===== config.mk =====
export PLATFORM = sky130hd
export DESIGN_NAME = multicycle_alu
export DESIGN_NICKNAME = d
export VERILOG_FILES = /design/src/rtl/multicycle_alu.sv
export SDC_FILE = /design/constraint.sdc
export NUM_CORES = 1
export LEC_CHECK = 0
export ABC_AREA = 0
export CAP_MARGIN = 15
export CORE_UTILIZATION = 23
export CTS_CLUSTER_SIZE = 30
export DETAILED_ROUTE_END_ITERATION = 7
export GPL_ROUTABILITY_DRIVEN = 0
export HOLD_SLACK_MARGIN = 0.02
export PLACE_DENSITY = 0.43
export SLEW_MARGIN = 0
export SYNTH_ARGS = -nofsm -noshare
export SYNTH_HDL_FRONTEND = slang
export SYNTH_SLANG_ARGS = --single-unit
export TNS_END_PERCENT = 30

===== constraint.sdc =====
create_clock -name clk -period 3.6 [get_ports clk]
set_input_delay 0.9 -clock clk [delete_from_list [all_inputs] [get_ports clk]]
set_output_delay 0.9 -clock clk [all_outputs]
set_load 0.05 [all_outputs]

===== src/rtl/multicycle_alu.sv =====
// Multicycle ALU: single-cycle ADD/SUB/logic/compare ops, shift-add MUL over
// WIDTH cycles, with a valid/ready handshake on both the request and result side.
module multicycle_alu #(
  parameter int WIDTH = 32
) (
  input  logic             clk,
  input  logic             rst_n,
  input  logic             in_valid,
  output logic             in_ready,
  input  logic [WIDTH-1:0] op_a,
  input  logic [WIDTH-1:0] op_b,
  input  logic [2:0]       op_sel,
  output logic             out_valid,
  input  logic             out_ready,
  output logic [WIDTH-1:0] result,
  output logic             zero_flag,
  output logic             carry_flag,
  output logic             ovf_flag
);

  localparam int CNT_W = $clog2(WIDTH + 1);

  localparam logic [2:0] OP_ADD  = 3'b000;
  localparam logic [2:0] OP_SUB  = 3'b001;
  localparam logic [2:0] OP_AND  = 3'b010;
  localparam logic [2:0] OP_XOR  = 3'b011;
  localparam logic [2:0] OP_OR   = 3'b100;
  localparam logic [2:0] OP_SLT  = 3'b101;
  localparam logic [2:0] OP_SLTU = 3'b110;
  localparam logic [2:0] OP_MUL  = 3'b111;

  typedef enum logic [1:0] {
    IDLE = 2'b00,
    BUSY = 2'b01,
    DONE = 2'b10
  } state_t;

  state_t                 state_q, state_d;
  logic [CNT_W-1:0]       cnt_q;
  logic [2*WIDTH-1:0]     acc_q;
  logic [2*WIDTH-1:0]     mcand_q;
  logic [WIDTH-1:0]       mplier_q;

  logic                   accept;
  logic                   last_step;
  logic [2*WIDTH-1:0]     acc_step;

  logic signed [WIDTH-1:0] a_s, b_s;
  logic [WIDTH:0]         sum, diff;
  logic [WIDTH-1:0]       alu_res;
  logic                   alu_c, alu_v;

  // Two's-complement overflow of a + b: like-signed operands, result sign flips.
  function automatic logic ovf_add(input logic sa, input logic sb, input logic sr);
    return (sa == sb) && (sr != sa);
  endfunction

  // Two's-complement overflow of a - b: unlike-signed operands, result sign differs from a.
  function automatic logic ovf_sub(input logic sa, input logic sb, input logic sr);
    return (sa != sb) && (sr != sa);
  endfunction

  assign a_s = op_a;
  assign b_s = op_b;

  assign accept    = in_valid && in_ready;
  assign last_step = (cnt_q == CNT_W'(1));
  assign acc_step  = mplier_q[0] ? (acc_q + mcand_q) : acc_q;

  // Single-cycle datapath for every op except MUL; SUB's carry-out means "no borrow".
  always_comb begin
    sum     = {1'b0, op_a} + {1'b0, op_b};
    diff    = {1'b0, op_a} + {1'b0, ~op_b} + (WIDTH + 1)'(1);
    alu_res = '0;
    alu_c   = 1'b0;
    alu_v   = 1'b0;
    case (op_sel)
      OP_ADD: begin
        alu_res = sum[WIDTH-1:0];
        alu_c   = sum[WIDTH];
        alu_v   = ovf_add(op_a[WIDTH-1], op_b[WIDTH-1], sum[WIDTH-1]);
      end
      OP_SUB: begin
        alu_res = diff[WIDTH-1:0];
        alu_c   = diff[WIDTH];
        alu_v   = ovf_sub(op_a[WIDTH-1], op_b[WIDTH-1], diff[WIDTH-1]);
      end
      OP_AND:  alu_res = op_a & op_b;
      OP_XOR:  alu_res = op_a ^ op_b;
      OP_OR:   alu_res = op_a | op_b;
      OP_SLT:  alu_res = {{(WIDTH-1){1'b0}}, (a_s < b_s)};
      OP_SLTU: alu_res = {{(WIDTH-1){1'b0}}, (op_a < op_b)};
      default: alu_res = '0;
    endcase
  end

  // Next-state and handshake outputs; DONE can accept only while the result is consumed.
  always_comb begin
    state_d   = state_q;
    in_ready  = 1'b0;
    out_valid = 1'b0;
    case (state_q)
      IDLE: begin
        in_ready = 1'b1;
        if (in_valid) state_d = (op_sel == OP_MUL) ? BUSY : DONE;
      end
      BUSY: begin
        if (last_step) state_d = DONE;
      end
      DONE: begin
        out_valid = 1'b1;
        in_ready  = out_ready;
        if (out_ready) begin
          if (in_valid) state_d = (op_sel == OP_MUL) ? BUSY : DONE;
          else          state_d = IDLE;
        end
      end
      default: state_d = IDLE;
    endcase
  end

  // State, multiplier iteration and result/flag registers.
  always_ff @(posedge clk or negedge rst_n) begin
    if (!rst_n) begin
      state_q    <= IDLE;
      cnt_q      <= '0;
      acc_q      <= '0;
      mcand_q    <= '0;
      mplier_q   <= '0;
      result     <= '0;
      zero_flag  <= 1'b0;
      carry_flag <= 1'b0;
      ovf_flag   <= 1'b0;
    end else begin
      state_q <= state_d;
      if (accept) begin
        if (op_sel == OP_MUL) begin
          cnt_q    <= CNT_W'(WIDTH);
          acc_q    <= '0;
          mcand_q  <= {{WIDTH{1'b0}}, op_a};
          mplier_q <= op_b;
        end else begin
          result     <= alu_res;
          zero_flag  <= (alu_res == '0);
          carry_flag <= alu_c;
          ovf_flag   <= alu_v;
        end
      end else if (state_q == BUSY) begin
        cnt_q    <= cnt_q - CNT_W'(1);
        acc_q    <= acc_step;
        mcand_q  <= mcand_q << 1;
        mplier_q <= mplier_q >> 1;
        if (last_step) begin
          result     <= acc_step[WIDTH-1:0];
          zero_flag  <= (acc_step[WIDTH-1:0] == '0);
          carry_flag <= |acc_step[2*WIDTH-1:WIDTH];
          ovf_flag   <= 1'b0;
        end
      end
    end
  end

endmodule


==> results of run 1 <==
how the worst max path moves through the flow:
stage | slack [ps] | to | startpoint
2_1_floorplan | -220 | zero_flag$_DFFE_PN0P_ | op_a[0]
4_1_cts | -350 | zero_flag$_DFFE_PN0P_ | op_a[0]
5_1_grt | -260 | zero_flag$_DFFE_PN0P_ | acc_q[0]$_DFFE_PN0P_
6_report | -90 | zero_flag$_DFFE_PN0P_ | op_b[0]
3_3_place_gp | -1280 | zero_flag$_DFFE_PN0P_ | op_b[2]
3_5_place_dp | -1360 | carry_flag$_DFFE_PN0P_ | op_b[2]
Yosys cell counts, types with 20 or more instances:
master,instances
a21oi_1,179
o21ai_0,184
xor2_1,23
nand3_1,119
or3_1,22
a31oi_1,23
nor2_1,198
nor2b_1,23
nand4_1,56
dfrtp_1,203
nor3_1,61
o211ai_1,22
a22oi_1,74
ha_1,178
nand2_1,400
a21o_1,33
xnor2_1,34
clkbuf_1,123
a211oi_1,27
mux2i_1,49
nor4_1,23
inv_1,110
o22ai_1,20
o21a_1,32
cell type report:
type,count,area [sq um]
Fill cell,8700,53300
Multi-Input combinational cell,2073,14400
Timing Repair Buffer,863,6950
Sequential cell,203,5080
Tap cell,1070,1340
Clock buffer,34,764
Inverter,112,423
Clock inverter,19,219
Antenna cell,1,2.50
flip-flops by register name, summed over array words and instances, names as in the netlist:
name / flops
state_q: 2
ovf_flag: 1
zero_flag: 1
carry_flag: 1
mplier_q: 32
result: 32
mcand_q: 64
acc_q: 64
cnt_q: 6
critical path, cell delays in order:
cell and delay (ps):
buf_6 110, ha_4 170, fa_2 390, a211oi_4 290
nor2_1 80, or3_1 320, o211ai_2 90, a31oi_1 130
or4_1 550, or4_4 440, nor4_2 140, buf_4 170
nand4_1 130, nor4_2 160, a211o_1 160
power by group:
| part | internal [W] | switching, W | total [W] | leakage, nW |
|---|---|---|---|---|
| Clock | 0.00180 | 0.00121 | 0.00301 | 0.485 |
| Combinational | 0.00556 | 0.00661 | 0.0122 | 10.6 |
| Sequential | 0.00328 | 0.000875 | 0.00415 | 2.61 |
| Total | 0.0106 | 0.00869 | 0.0193 | 13.7 |
routing by layer:
| metal | GRT usage [%] | vias up |
|---|---|---|
| li1 | - | 10800 |
| met1 | 25.6 | 10900 |
| met3 | 1.85 | 157 |
| met2 | 34.4 | 608 |
| met4 | 7.64 | 0 |
| met5 | 0 | - |
stage by stage:
step           area, sq um  TNS [ps]  cells  util [%]
2_1_floorplan        19300      -216   2543         -
3_3_place_gp         26600    -23940   4281      32.3
3_5_place_dp         26600    -27860   4281      32.3
4_1_cts              28300      -962   4352      34.3
5_1_grt              29200      -512   4374      35.4
6_report             29200      -143   4375      35.4
logic make-up (layout without fill, tap and decap cells):
| kind of cell | count (synthesis) | in the layout | share of synthesized area (%) |
|---|---|---|---|
| muxes | 59 | 59 | 3.19 |
| adders and majority gates | 181 | 181 | 11.9 |
| buffers and inverters | 267 | 1028 | 5.35 |
| and+or+nand+nor | 983 | 983 | 23.3 |
| xor gates and xnor gates | 57 | 57 | 2.59 |
| other | 0 | 1 | 0 |
| AOI/OAI and AO/OA | 793 | 793 | 27.3 |
| DFF | 203 | 203 | 26.4 |
what timing repair did:
item / CTS / global route
endpoints found under the hold margin: 0 / 0
endpoints found under the setup margin: 24 / 28
resized for setup: 155 / 223
setup buffers: 18 / 24
pin swaps: 46 / 84
==> reports/results.ini, run 1 <==
[synthesis]
async_reset_ff_share_pct = 100
syn_nets = 2795
synth_seq_cells = 203
synth_top_area_share_pct = 26.4
yosysUniqueCellTypes = 94
synth_edf_count = 0
syn_area_sq_um = 19300
synth.area.top_cells = dfrtp_1 26%, ha_1 12%, nand2_1 7.8%
yosys_warnings = 0
ys_seq_area_share_pct = 26.4
syn-instance-count = 2543
avgSynthCellArea_sq_um = 7.57
synth_top_area_cell = dfrtp_1
synthFlopType = dfrtp_1

[outcome]
violations = setup timing
status = complete, but fails checks

[timing]
slew_viol_final = 0
max_slew.worst_pin.slew_ps = 878
final.setup.worst_slack_ps = -87.4
timing.slew.headroom_pct = 41.2
whs_ps = 267
final.min_clock_period_ps = 3690
period_share_pct = 102
rsz0062_at_grt = true
max_freq_mhz = 271
hold_violations = 0
clock_skew_ps = 36.9
setup_viol = 2

[detailed_routing]
via_per_inst = 5.12
wl_met1_um = 38600
wire_per_inst_um = 19.9
wirelength_um = 87200
first_pass_iters = 5
met2_length_um = 41500
top_layer = met4
num_vias = 22400
ant_nets = 0
wl_met3_um = 3470
initialDrtViolationCount = 1465
drc = 0

[die]
core-area_sq_um = 82500
rows = 105
initial_core_util_pct = 23.3
die_x_um = 291
die_h_um = 291
num_io_pins = 108
die_area_sq_um = 84900

[setup_path]
r2r_start = acc_q[0]$_DFFE_PN0P_
rr_worst_depth = 17
worstPathRequired_ps = 4140
critPathLaunchType = primary input
r2r_setup_slack_ps = -70
cp_data_arrival_time_ps = 4230
critical_path.max_fanout = 3
path_class = in2reg
worstSetupEndpointType = flop
r2r-end = zero_flag$_DFFE_PN0P_

[global_routing]
grt_max_degree = 82
grt_pass1_vias = 22900
grt_remaining_overflow = 0
grt_pass1_wl_um = 133000
grt_antenna_before_repair = 0
track_usage_pct = 19.9

[clock_tree]
cts_tree = yes
clk_latency_ps = 610
clock_path_buffers = 3
htree_levels = 1
cts-root-buf = clkbuf_16
clk_pin_slew_ps = 60
cts-buffers-inserted = 29
cts-hold-fix-buffers = 0
cts_sinks = 203

[power]
p_per_area_nw_per_um2 = 662
power.leakage_nw = 13.7
vdd.ir_drop.worst_mv = 0.453
power.total_w = 0.0193

[run]
cap_violations = 0

[cells_and_area]
final_cell_mix = 729 x buf_4, 395 x nand2_1, 202 x dfrtp_1
synthToLayoutAreaGrowth_pct = 51.7
final_layout_size_suffix_gt1_share_pct = 32.8
final_common_cell = buf_4
num-nets-final = 3534

[place]
dp_hpwl_um = 68500
io_buffer_count = 107
dp_slack_ps = -1360

[hold_path]
hold_path.class = in2async

Power figures use the tool's default switching activity.
==> inputs of run 2 (changes only) <==
--- a/config.mk
+++ b/config.mk
@@ -12,8 +12,9 @@
 export DETAILED_ROUTE_END_ITERATION = 7
 export GPL_ROUTABILITY_DRIVEN = 0
 export HOLD_SLACK_MARGIN = 0.02
-export PLACE_DENSITY = 0.43
-export SLEW_MARGIN = 0
+export PLACE_DENSITY = 0.42
+export REMOVE_ABC_BUFFERS = 1
+export SLEW_MARGIN = 15
 export SYNTH_ARGS = -nofsm -noshare
 export SYNTH_HDL_FRONTEND = slang
 export SYNTH_SLANG_ARGS = --single-unit
==> constraint.sdc (replaced) <==
create_clock -name clk -period 3.8 [get_ports clk]
set_input_delay 0.95 -clock clk [delete_from_list [all_inputs] [get_ports clk]]
set_output_delay 0.95 -clock clk [all_outputs]
set_load 0.05 [all_outputs]
==> run 2 against run 1 <==
  * The flow still finishes with violations (setup timing)
  * Die area unchanged
  * Total power is 7.4% lower
  * Critical path depth unchanged
  * Non-clock buffer count down 82
  * Setup slack worse by 18 ps
  * Sequential share of layout area rose by 0.59 points
  * Via count shrank 2.3%
  * Count of clock-buffer cells in the layout increased by 3
  * Highest routed layer unchanged
==> reports/results.ini, run 2 (synthesized netlist as in run 1, its figures left out) <==
[cells_and_area]
nFillCells = 8779  ; was 8700
stdcell_count = 4291  ; was 4375
final_cell_mix = 657 x buf_4, 397 x nand2_1, 202 x dfrtp_1  ; was 729 x buf_4, 395 x nand2_1, 202 x dfrtp_1
final_layout_size_suffix_gt1_share_pct = 28.7  ; was 32.8%
synthToLayoutAreaGrowth_pct = 46.7  ; was 51.7%
num-nets-final = 3452  ; was 3534
final_common_cell = buf_4  ; unchanged
multi_input_area_sq_um = 14000  ; was 14400 sq um
num_antenna_cells = 0  ; was 1
regArea_sq_um = 5080  ; unchanged
top_regs = acc_q (64), mcand_q (64)  ; unchanged

[detailed_routing]
ant_nets = 0  ; unchanged
wl_met1_um = 38700  ; was 38600 um
initialDrtViolationCount = 1521  ; was 1465
via_per_inst = 5.10  ; was 5.12
drc = 0  ; unchanged
wire_per_inst_um = 20.2  ; was 19.9 um
first_pass_iters = 7  ; was 5
top_layer = met4  ; unchanged
wl_met3_um = 3640  ; was 3470 um
num_vias = 21900  ; was 22400
met2_length_um = 41700  ; was 41500 um
wirelength_um = 86800  ; was 87200 um

[clock_tree]
cts-hold-fix-buffers = 0  ; unchanged
htree_levels = 1  ; unchanged
cts_sinks = 203  ; unchanged
cts_tree = yes  ; unchanged
cts-root-buf = clkbuf_16  ; unchanged
clock_path_buffers = 3  ; unchanged
cts-buffers-inserted = 29  ; unchanged
clk_pin_slew_ps = 60  ; about the same
clk_latency_ps = 640  ; was 610 ps

[place]
dp_hpwl_um = 67900  ; was 68500 um
dpl.cell_count = 4215  ; was 4281
io_buffer_count = 107  ; unchanged

[outcome]
status = complete, but fails checks  ; unchanged
violations = setup timing  ; unchanged

[setup_path]
r2r_start = mcand_q[0]$_DFFE_PN0P_  ; was acc_q[0]$_DFFE_PN0P_
worstPathRequired_ps = 4380  ; was 4140 ps
r2r_setup_slack_ps = -50  ; was -70 ps
critical_path.max_fanout = 2  ; was 3
rr_worst_depth = 16  ; was 17
path_class = in2reg  ; unchanged
worstSetupEndpointType = flop  ; unchanged
critPathLaunch = op_a[0]  ; was op_b[0]
r2r-end = carry_flag$_DFFE_PN0P_  ; was zero_flag$_DFFE_PN0P_
critPathLaunchType = primary input  ; unchanged
cp_data_arrival_time_ps = 4490  ; was 4230 ps

[global_routing]
grt_antenna_before_repair = 0  ; unchanged
grt_remaining_overflow = 0  ; unchanged
grt_pass1_vias = 22000  ; was 22900
track_usage_pct = 19.9  ; about the same
grt_max_degree = 109  ; was 82
grt_pass1_wl_um = 132000  ; was 133000 um

[timing]
timing.slew.headroom_pct = 29.9  ; was 41.2%
period_share_pct = 103
max_freq_mhz = 256
setup_viol = 2  ; unchanged
rsz0062_at_grt = true  ; unchanged
whs_ps = 290  ; was 267 ps
clock_skew_ps = 56.6  ; was 36.9 ps
final.min_clock_period_ps = 3910
max_slew.worst_pin.slew_ps = 1050  ; was 878 ps
final.setup.worst_slack_ps = -106  ; was -87.4 ps
hold_violations = 0  ; unchanged
slew_viol_final = 0  ; unchanged

[power]
vdd.ir_drop.worst_mv = 0.424  ; was 0.453 mV
p_per_area_nw_per_um2 = 634  ; was 662 nW/um^2
power.leakage_nw = 13.1  ; was 13.7 nW
power.total_w = 0.0179  ; was 0.0193 W

[die]
initial_core_util_pct = 23.3  ; unchanged
die_area_sq_um = 84900  ; unchanged
die_x_um = 291  ; unchanged
die_h_um = 291  ; unchanged
rows = 105  ; unchanged
core-area_sq_um = 82500  ; unchanged
num_io_pins = 108  ; unchanged

[run]
cap_violations = 0  ; unchanged

[hold_path]
hold_path.class = in2async  ; unchanged

==> run 2: changes by cell type in the layout (fill, tap and decap cells not counted), sizes merged, moves of 7 or more <==
cell / delta
buf: -82
dlygate4sd2: +11
clkdlybuf4s50: +16
dlymetal6s2s: -19
clkbuf: -7
clkinv: -7
==> run 2: area by class of cell <==
cell class                 count  area share [%]
timing repair buffer         781            22.2
multi-input combinational   2073            49.7
tap                         1070            4.74
sequential                   203            18.0
clock buffer                  37            2.85
clock inverter                15           0.979
inverter                     112            1.49
==> run 2: what timing repair did <==
action,CTS,global route
gates resized for setup,148,88
setup buffers,17,9
setup endpoints to repair,25,21
hold endpoints to repair,0,0
pin swaps,40,43
gates cloned,0,0
==> run 2: where the power goes <==
group | switching (W) | internal [W]
sequential | 0.000829 | 0.00311
clock | 0.00119 | 0.00197
combinational | 0.00610 | 0.00471
==> run 2: worst max-delay path by stage <==
stage                                        to  cells after the start
after floorplan           acc_q[62]$_DFFE_PN0P_                      4
after global placement    zero_flag$_DFFE_PN0P_                     16
after detailed placement  zero_flag$_DFFE_PN0P_                     17
after CTS                 zero_flag$_DFFE_PN0P_                     15
after global routing      zero_flag$_DFFE_PN0P_                     18
final                     zero_flag$_DFFE_PN0P_                     15
==> run 2: critical path: stages <==
cell      delay, ps
buf_6            80
inv_2            40
ha_4            150
fa_2            510
inv_1            40
mux4_2          470
a211oi_2        230
o211ai_1        120
or4_1           550
or4_4           520
nor4_4          140
buf_4           160
nand4_1          90
nor4_1          260
a211o_1         170
==> run 2: routing by layer <==
metal | up-vias | track usage [%]
met4 | 0 | 5.99
met5 | - | 0
met2 | 623 | 34.5
met3 | 131 | 1.84
met1 | 10500 | 25.9
li1 | 10600 | -
==> run 2: through the flow <==
stage	cell area, sq um	utilization, %	setup slack (ps)	setup TNS [ps]
after floorplan	18600	-	-3950	-496460
after detailed placement	26100	31.7	-1360	-25300
final	28200	34.2	-106	-156
after CTS	27800	33.7	-127	-234
after global routing	28200	34.2	-252	-541
after global placement	26100	31.7	-1300	-24230
==> inputs of run 3 (changes only) <==
--- a/config.mk
+++ b/config.mk
@@ -7,12 +7,14 @@
 export LEC_CHECK = 0
 export ABC_AREA = 0
 export CAP_MARGIN = 15
+export CELL_PAD_IN_SITES_DETAIL_PLACEMENT = 1
+export CELL_PAD_IN_SITES_GLOBAL_PLACEMENT = 1
 export CORE_UTILIZATION = 23
 export CTS_CLUSTER_SIZE = 30
 export DETAILED_ROUTE_END_ITERATION = 7
 export GPL_ROUTABILITY_DRIVEN = 0
 export HOLD_SLACK_MARGIN = 0.02
-export PLACE_DENSITY = 0.42
+export PLACE_DENSITY = 0.51
 export REMOVE_ABC_BUFFERS = 1
 export SLEW_MARGIN = 15
 export SYNTH_ARGS = -nofsm -noshare
==> run 3 against run 2 <==
  * The run still ends with setup timing left
  * Combinational power hardly changed
  * Highest routed layer unchanged
  * Flip-flop and latch count unchanged
  * Critical path depth grew 1
  * Setup slack gained 8.1 ps
  * Core utilization fell by 0.44 points
  * Maximum frequency increased by 0.21%
  * Global-route usage up 1.8 points
  * Worst hold slack better by 29 ps
  * Total power decreased by 1.7%
  * Non-clock buffer count fell by 53
  * Count of clock-buffer cells in the layout increased by 2
==> reports/results.ini, run 3 (synthesized netlist as in run 1, its figures left out) <==
[power]
power.leakage_nw = 12.8  ; was 13.1 nW
vdd.ir_drop.worst_mv = 0.400  ; was 0.424 mV
internal_power_w = 0.00942  ; was 0.00979 W
comb_power_share_pct = 59.9  ; was 60.4%
p_per_area_nw_per_um2 = 631  ; was 634 nW/um^2
switching_share_pct = 46.5  ; was 45.3%
p_sw_w = 0.00818  ; was 0.00811 W
clkPwrFrac_pct = 17.2  ; was 17.6%
pwr-share-seq_pct = 22.9  ; was 22.0%

[detailed_routing]
ant_nets = 0  ; unchanged
wirelength_um = 93400  ; was 86800 um
initialDrtViolationCount = 1112  ; was 1521
wire_per_inst_um = 22.0  ; was 20.2 um
first_pass_iters = 5  ; was 7
drc = 0  ; unchanged
via_per_inst = 5.17  ; was 5.10
num_vias = 21900  ; about the same

[timing]
max_slew.worst_pin.slew_ps = 765  ; was 1050 ps
period_share_pct = 103  ; about the same
timing.setup.tns_ps = -97.5  ; was -156 ps
rsz0062_at_grt = true  ; unchanged
clock_skew_ps = 39.3  ; was 56.6 ps
timing.slew.headroom_pct = 48.4  ; was 29.9%
final.setup.worst_slack_ps = -97.5  ; was -106 ps
final.min_clock_period_ps = 3900  ; was 3910 ps
max_freq_mhz = 257  ; was 256 MHz
hold_violations = 0  ; unchanged
slew_viol_final = 0  ; unchanged
setup_viol = 1  ; was 2

[run]
cap_violations = 0  ; unchanged

[cells_and_area]
synthToLayoutAreaGrowth_pct = 44.8  ; was 46.7%
stdcell_count = 4241  ; was 4291
top_regs = acc_q (64), mcand_q (64)  ; unchanged
final_cell_mix = 598 x buf_4, 397 x nand2_1, 201 x dfrtp_1  ; was 657 x buf_4, 397 x nand2_1, 202 x dfrtp_1
fin_util_pct = 33.8  ; was 34.2%
final_layout_size_suffix_gt1_share_pct = 27.7  ; was 28.7%
final_common_cell = buf_4  ; unchanged
num-nets-final = 3400  ; was 3452
nFillCells = 9887  ; was 8779
num_antenna_cells = 0  ; unchanged

[setup_path]
critPathLaunchType = primary input  ; unchanged
worstSetupEndpointType = flop  ; unchanged
critical_path.max_fanout = 3  ; was 2
cp_data_arrival_time_ps = 4420  ; was 4490 ps
worstPathRequired_ps = 4320  ; was 4380 ps
path_class = in2reg  ; unchanged

[place]
io_buffer_count = 107  ; unchanged
dp_slack_ps = -1370  ; was -1360 ps
dp_hpwl_um = 73500  ; was 67900 um
dpl.cell_count = 4153  ; was 4215

[clock_tree]
cts_sinks = 203  ; unchanged
cts-buffers-inserted = 30  ; was 29
clock_path_buffers = 3  ; unchanged
cts-root-buf = clkbuf_16  ; unchanged
clk_latency_ps = 640  ; about the same
clk_pin_slew_ps = 60  ; about the same
cts_tree = yes  ; unchanged
htree_levels = 1  ; unchanged

[global_routing]
grt_max_degree = 110  ; was 109
grt_antenna_before_repair = 1  ; was 0
grt_remaining_overflow = 0  ; unchanged
track_usage_pct = 21.7  ; was 19.9%
grt_pass1_vias = 23600  ; was 22000
grt_pass1_wl_um = 144000  ; was 132000 um

[die]
num_io_pins = 108  ; unchanged
die_x_um = 291  ; unchanged
die_area_sq_um = 84900  ; unchanged
core-area_sq_um = 82500  ; unchanged
initial_core_util_pct = 23.3  ; unchanged
rows = 105  ; unchanged
die_h_um = 291  ; unchanged

[hold_path]
hold_path.class = in2async  ; unchanged

[outcome]
status = complete, but fails checks  ; unchanged
violations = setup timing  ; unchanged

run 3: changes by cell type in the layout (fill, tap and decap cells not counted), moves of 4 or more:
cell      change
buf_4        -59
o21ai_2       -5
clkbuf_2      +4
o21ai_0       +4
run 3: timing repair:
item	in CTS	in global routing
setup buffers	30	4
pin swaps	49	21
hold buffers	0	0
gates resized for setup	155	77
setup endpoints to repair	23	22
run 3: metal layers:
layer	vias up	part of all wire [%]	global-route usage [%]
li1	10500	-	-
met1	10900	44	27.5
met2	394	49	38.1
met3	127	3.2	2.30
met4	0	3.3	6.75
met5	-	0	0
run 3: area by class of cell:
class	count	area, sq um	area share (%)
clock buffers	39	835	2.99
clock inverters	16	219	0.785
inverters	112	420	1.51
multi-input cells	2073	14100	50.4
flip-flops and latches	203	5080	18.2
well taps	1070	1340	4.80
repair buffers	728	5930	21.3
run 3: worst paths after layout:
path	startpoint	end	slack [ps]	cells after the start
min in group clk	mplier_q[12]$_DFFE_PN0P_	mplier_q[12]$_DFFE_PN0P_	470	2
hold / removal	rst_n	acc_q[18]$_DFFE_PN0P_	320	1
max in group asynchronous	rst_n	cnt_q[2]$_DFFE_PN0P_	2690	2
hold reg to reg	mplier_q[12]$_DFFE_PN0P_	mplier_q[12]$_DFFE_PN0P_	470	2
setup reg to reg	acc_q[0]$_DFFE_PN0P_	zero_flag$_DFFE_PN0P_	30	17
setup / recovery	op_a[15]	zero_flag$_DFFE_PN0P_	-100	16
run 3: worst max-delay path, stage by stage:
cell and delay [ps]:
clkdlybuf4s50_1 510, inv_1 100, ha_4 270, or3_4 380, nand3b_1 260, nand4b_1 270
o22ai_4 160, buf_4 150, o21a_1 190, a21oi_2 80, buf_4 140, o31ai_2 220
o21bai_1 160, a32oi_1 100, buf_4 190, a211o_1 280
run 3: per-stage QoR:
stage	hold WS, ps	total power (W)	area (sq um)
after global placement	459	0.0139	25700
after floorplan	446	0.00932	18600
after global routing	335	0.0188	27900
final	319	0.0176	27900
after detailed placement	463	0.0142	25700
after CTS	304	0.0176	27600
run 3: power groups by stage:
stage	Combinational [W]	Sequential [W]	Clock, W
final	0.0105	0.00402	0.00303
after global routing	0.0115	0.00415	0.00320
after CTS	0.0105	0.00405	0.00314
after detailed placement	0.0101	0.00407	0
after global placement	0.00990	0.00403	0
after floorplan	0.00503	0.00429	0
